[src/rtl/alu_issue_ctrl.sv]
// Operand-issue / result-capture controller for the 8-bit add/sub ALU, with a small register file.
// Optional sticky overflow flag is built when STICKY_OVF_EN is defined.
module alu_issue_ctrl #(
  parameter int REG_CNT = 4,
  parameter int REG_AW  = 2
) (
  input  logic              clk,
  input  logic              rst,
  input  logic              req_valid,
  output logic              req_ready,
  input  logic [1:0]        req_op,
  input  logic [REG_AW-1:0] req_rd,
  input  logic [REG_AW-1:0] req_rs1,
  input  logic [REG_AW-1:0] req_rs2,
  input  logic [7:0]        req_imm,
  output logic [7:0]        alu_a,
  output logic [7:0]        alu_b,
  output logic              alu_op,
  input  logic [8:0]        alu_out,
  input  logic              alu_flag_c,
  input  logic              alu_flag_o,
  output logic              rsp_valid,
  input  logic              rsp_ready,
  output logic [7:0]        rsp_data,
  output logic              rsp_c,
  output logic              rsp_o,
  output logic              rsp_z,
  output logic              sticky_o,
  input  logic              clr_sticky
);

  typedef enum logic [1:0] {IDLE, ISSUE, RESP} state_t;

  localparam logic [1:0] OP_SUB = 2'd0;
  localparam logic [1:0] OP_ADD = 2'd1;
  localparam logic [1:0] OP_LDI = 2'd2;
  localparam logic [1:0] OP_RD  = 2'd3;

  state_t            state;
  state_t            next_state;
  logic [7:0]        rf [REG_CNT];
  logic [REG_AW-1:0] rd_q;
  logic              accept;

  assign accept = req_ready && req_valid;

  // req_ready is registered so it stays low during reset and rises one cycle after release
  always_ff @(posedge clk) begin
    if (rst) begin
      state     <= IDLE;
      req_ready <= 1'b0;
    end else begin
      state     <= next_state;
      req_ready <= (next_state == IDLE);
    end
  end

  always_comb begin
    next_state = state;
    case (state)
      IDLE: begin
        if (accept) begin
          if (req_op == OP_SUB || req_op == OP_ADD) next_state = ISSUE;
          else                                      next_state = RESP;
        end
      end
      ISSUE:   next_state = RESP;
      RESP:    if (rsp_ready) next_state = IDLE;
      default: next_state = IDLE;
    endcase
  end

  always_comb begin
    rsp_valid = (state == RESP);
  end

  always_ff @(posedge clk) begin
    if (rst) begin
      for (int i = 0; i < REG_CNT; i++) rf[i] <= 8'd0;
      rd_q     <= '0;
      alu_a    <= 8'd0;
      alu_b    <= 8'd0;
      alu_op   <= 1'b0;
      rsp_data <= 8'd0;
      rsp_c    <= 1'b0;
      rsp_o    <= 1'b0;
      rsp_z    <= 1'b0;
    end else begin
      case (state)
        IDLE: begin
          if (accept) begin
            case (req_op)
              OP_SUB, OP_ADD: begin
                alu_a  <= rf[req_rs1];
                alu_b  <= rf[req_rs2];
                alu_op <= (req_op == OP_ADD);
                rd_q   <= req_rd;
              end
              OP_LDI: begin
                rf[req_rd] <= req_imm;
                rsp_data   <= req_imm;
              end
              default: rsp_data <= rf[req_rs1];
            endcase
          end
        end
        // ALU has settled on the registered operands; capture result and flags
        ISSUE: begin
          rf[rd_q] <= alu_out[7:0];
          rsp_data <= alu_out[7:0];
          rsp_c    <= alu_flag_c;
          rsp_o    <= alu_flag_o;
          rsp_z    <= (alu_out[7:0] == 8'd0);
        end
        default: ;
      endcase
    end
  end

`ifdef STICKY_OVF_EN
  // Set has priority over clear when both land on the same edge
  always_ff @(posedge clk) begin
    if (rst)                                sticky_o <= 1'b0;
    else if (state == ISSUE && alu_flag_o) sticky_o <= 1'b1;
    else if (clr_sticky)                    sticky_o <= 1'b0;
  end
  logic unused_bits;
  assign unused_bits = alu_out[8];
`else
  assign sticky_o = 1'b0;
  logic unused_bits;
  assign unused_bits = ^{alu_out[8], clr_sticky};
`endif

endmodule

[config.mk]
export PLATFORM = sky130hd
export DESIGN_NAME = alu_issue_ctrl
export DESIGN_NICKNAME = d
export VERILOG_FILES = /design/src/rtl/alu_issue_ctrl.sv
export SDC_FILE = /design/constraint.sdc
export NUM_CORES = 1
export LEC_CHECK = 0
export CORE_MARGIN = 2
export CORE_UTILIZATION = 46
export DETAILED_ROUTE_END_ITERATION = 10
export HOLD_SLACK_MARGIN = 0.03
export PLACE_DENSITY = 0.76
export SKIP_CTS_REPAIR_TIMING = 1
export SYNTH_ARGS = -nofsm -noshare
export SYNTH_HDL_FRONTEND = slang
export SYNTH_SLANG_ARGS = --single-unit
[constraint.sdc]
create_clock -name clk -period 2.2 [get_ports clk]
set_clock_uncertainty 0.15 [all_clocks]
set_input_delay 0.44 -clock clk [delete_from_list [all_inputs] [get_ports clk]]
set_output_delay 0.44 -clock clk [all_outputs]
set_load 0.1 [all_outputs]
======== Yosys cells after proc, flatten, opt, wreduce, memory -nomap -nowiden ========
Memory sizes are Yosys's and may differ from the RTL's. A register that Yosys moved wholly into a read port is not among the register bits.
Cells that the tools add are included.
word-level totals
  RAM bits ................................ 32
  register bits after elaboration ......... 25
  output and inout port bits .............. 31
  memories ................................ 1
memory list
  memory  depth  width  rd ports  clocked after Yosys merged registers in  write ports  line  RTL
  rf      4      8      2         1                                        4            41    logic [7:0] rf [REG_CNT];
cells by class
  equality and inequality tests ........... 6
  reduce and logical (&&, ||, !) cells .... 12
  muxes and demuxes ....................... 23
operators by type and width
  cell                count
  $pmux 8 s2          2
  $mux 8              3
  $reduce_or 8->1     2
  $mux 1              12
  $mux 2              5
  $logic_not 8->1     1
  $logic_not 2->1     3
  $pmux 2 s3          1
  $reduce_and 3->1    2
  $eq 2x1->1 const B  2
  $eq 2x2->1 const B  2
  $ne 2x2->1 const B  2
  $reduce_bool 2->1   1
  $reduce_or 2->1     1
  $logic_and 1x1->1   1
  $logic_or 1x1->1    1

======== Logic depth before layout (Yosys ltp) ========
  depth in word-level cells ............... 9
  gate-level depth with buffers ........... 6
  mapped depth without buffers ............ 4

======== Least setup slack after synthesis ========
Ideal clock, no wire load.
  kind .................................... flip-flop to flip-flop
  start ................................... register req_ready
  end ..................................... memory rf[3][0] (enable)
  setup slack ............................. -647 ps
  cell stages (with the launch flop) ...... 5
  library setup time ...................... 386 ps
  data required time ...................... 1664 ps
  data arrival time ....................... 2311 ps
  path buffers ............................ 1
  cells stage by stage .................... dfxtp_1 and4bb_2 buf_4 nand4_1 a211oi_1
RTL lines
  item                    line  RTL
  from (decl)             10    output logic req_ready,
  from (signal assigned)  54    req_ready <= (next_state == IDLE);
  to (decl)               41

==> impl_metrics.env <==
export IMPL_cp_data_required_time_ns=2.11
export IMPL_areaGrowthSynthToFinish_pct=34.23
export IMPL_maxCapViolations=0
export IMPL_grt_overflow=0
export IMPL_drc=0
export IMPL_ff2ff_setup_slack_ns=0.10
export IMPL_final_setup_tns_ns=0
export IMPL_final_max_slew_viol_count=0
export IMPL_synth_edf_count=32
export IMPL_gp_routability_congestion=0.8361
export IMPL_ir_drop_mv=0.5635
export IMPL_ant_nets=0
export IMPL_setup_viol_count_final=0
export IMPL_mostFrequentLayoutCells="52 x nand2_1, 50 x buf_4, 32 x dfxtp_1, 32 x edfxtp_1, 30 x a21oi_1"
export IMPL_wl_per_cell_um=17.98
export IMPL_yosys_cell_types_count=39
export IMPL_p_sw_frac=0.2762
export IMPL_pin_count=63
export IMPL_netlist_area_um2=3107
export IMPL_num_rows=29
export IMPL_clockRootBuffer="clkbuf_8"
export IMPL_synth_area_per_cell_um2=10.75
export IMPL_yosys_warnings=0
export IMPL_totalPowerFinal_mw=3.028
export IMPL_clk_insertion_delay_late_ns=0.34
export IMPL_seq_power_share=0.448
export IMPL_worstHoldStart="alu_a[3]"
export IMPL_drt_total_wl_mm=8.019
export IMPL_critPathLaunchType="primary input"
export IMPL_core_area_um2=6459
export IMPL_grt_pass1_vias=2432
export IMPL_hold_path_depth=2
export IMPL_drtIter0Drc=194
export IMPL_internal_power_mw=2.191
export IMPL_setup_ws_ns=0.001672
export IMPL_cts_tree="yes"
export IMPL_die_area_um2=7427
export IMPL_dr_total_vias=2630
export IMPL_drive_gt1_frac=0.3117
export IMPL_track_usage=0.2199
export IMPL_antenna_cells=0
export IMPL_ys_ff_latch=65
export IMPL_synthArstFlopShare=0
export IMPL_max_slew_margin=0.6156
export IMPL_timing_final_crit_share=0.9992
export IMPL_rsz0062_at_grt="true"
export IMPL_r2r_end="rf[1][6]"
export IMPL_final_hold_viol_count=0
export IMPL_crit_arrival_ns=2.10
export IMPL_fin_nets=396
export IMPL_synthesis_nets=321
export IMPL_cts_buffer_depth=2
export IMPL_clock_sinks=65
export IMPL_hpwl_mm=5.615
export IMPL_period_needed_ns=2.198
export IMPL_synth_cells=289
export IMPL_drt_vias_per_instance=5.897
export IMPL_path_class="in2reg"
export IMPL_worstHoldEndpoint="alu_a[3]"
export IMPL_status="completed"
export IMPL_grt_pass1_wl_mm=12.28
export IMPL_path_clk_slew_ns=0.06
export IMPL_p_leak_nw=1.567
export IMPL_layout_commonest_cell="nand2_1"
export IMPL_combPwrFrac=0.192
export IMPL_p_sw_uw=836.4
export IMPL_powerDensity_nw_per_um2=726.0
export IMPL_worstMarginPinSlew_ns=0.5747
export IMPL_timing_rr_start="state[0]"
export IMPL_post_place_ws_ns=-0.3504
export IMPL_rr_worst_depth=6
export IMPL_die_h_um=86.18
export IMPL_critPathMaxFanout=12
export IMPL_antenna_found_initial=0
export IMPL_whs_ns=0.3047
export IMPL_fmax_mhz=454.9
export IMPL_cp_startpoint="req_valid"
export IMPL_die_w_um=86.18
export IMPL_cts_buffers=9
export IMPL_hold_path_class="reg2reg"
export IMPL_initial_utilization=0.4810
export IMPL_grt_start_max_net_pins=22
export IMPL_first_pass_iters=4
export IMPL_cp_end_kind="flop"
export IMPL_synthFlopType="dfxtp_1"
export IMPL_placed_cells=430
export IMPL_seq_area_frac_synth=0.5219
export IMPL_clockPowerShare=0.359
export IMPL_ctsHtreeMaxLevel=3
export IMPL_finalNonFillerCells=446
export IMPL_io_buffer_count=59
[state kept, by name (all words and copies together) (netlist names)]
name,count
alu_a,8
alu_b,8
alu_op,1
rd_q,2
req_ready,1
rf,32
rsp_c,1
rsp_data,8
rsp_o,1
rsp_z,1
state,2
[per-stage QoR]
| step | cell area (um^2) | utilization |
|---|---|---|
| 3_5_place_dp | 3919 | 0.6067 |
| 3_3_place_gp | 3919 | 0.6067 |
| 2_1_floorplan | 3122 | - |
| 5_1_grt | 4170 | 0.6457 |
| 4_1_cts | 4136 | 0.6404 |
| 6_report | 4170 | 0.6457 |
[cells in the mapped netlist (2+ instances only)]
cell      instances  share of area
nand2_1          52          0.063
dfxtp_1          33           0.21
edfxtp_1         32           0.31
a21oi_1          31          0.050
mux4_2           16           0.12
nor2_1           13          0.016
inv_1            10          0.012
nor3_1           10          0.016
clkbuf_1          9          0.011
a311oi_1          8          0.023
a32oi_1           8          0.023
o22ai_1           8          0.016
buf_2             7          0.011
nor2_2            7          0.014
or2_2             7          0.014
nand2b_1          4         0.0081
nor2b_1           4         0.0081
nor4_1            4         0.0081
buf_4             3         0.0072
buf_1             2         0.0024
clkbuf_2          2         0.0032
nand3_1           2         0.0032
[how the worst max path moves through the flow]
stage	endpoint	cells past startpoint	slack (ns)
CTS	rf[3][6]	4	-0.02
global placement	rf[3][6]	4	-0.33
global route	rf[1][6]	7	-0.03
floorplan	rf[1][0]	4	0.09
finish	rf[1][6]	7	0.002
detailed placement	rf[1][3]	7	-0.35
[worst max-delay path, cell delays in order]
cell and delay [ns]:
clkdlybuf4s50_1 0.47, and4bb_2 0.25, buf_6 0.16, nor4b_4 0.33, a21oi_2 0.13, o21bai_2 0.18, buf_12 0.15
[metal layers]
metal	GRT usage	up-vias	part of all wire	wire, um
met5	0	-	0	0
met4	0.09943	0	0.029	233
met3	0.05524	21	0.064	517
met2	0.3643	137	0.51	4081
met1	0.2726	1269	0.40	3186
li1	-	1203	-	-
[power groups by stage]
stage | clock [mW] | sequential (mW) | combinational [mW]
after floorplan | 0 | 1.54 | 0.210
after global placement | 0 | 1.38 | 0.567
after detailed placement | 0 | 1.38 | 0.571
after CTS | 1.10 | 1.36 | 0.574
after global routing | 1.15 | 1.36 | 0.609
final | 1.09 | 1.36 | 0.583
[final cells by class]
cell class	count	area, um^2
Clock inverter	2	33.78
Tap cell	77	96.34
Clock buffer	14	183.9
Fill cell	503	2288
Sequential cell	65	1625
Multi-Input combinational cell	190	1365
Timing Repair Buffer	88	828.3
Inverter	10	37.54
[kinds of logic (layout without fill, tap and decap cells)]
logic type	Yosys count	after routing	synth area share
compound gates	62	62	0.1309
flops	65	65	0.5219
mux	16	16	0.1160
simple gates	111	111	0.1792
other cells	1	1	0.001207
buf+inv	34	114	0.05074
Note: power is estimated with default switching activity, not from simulation.
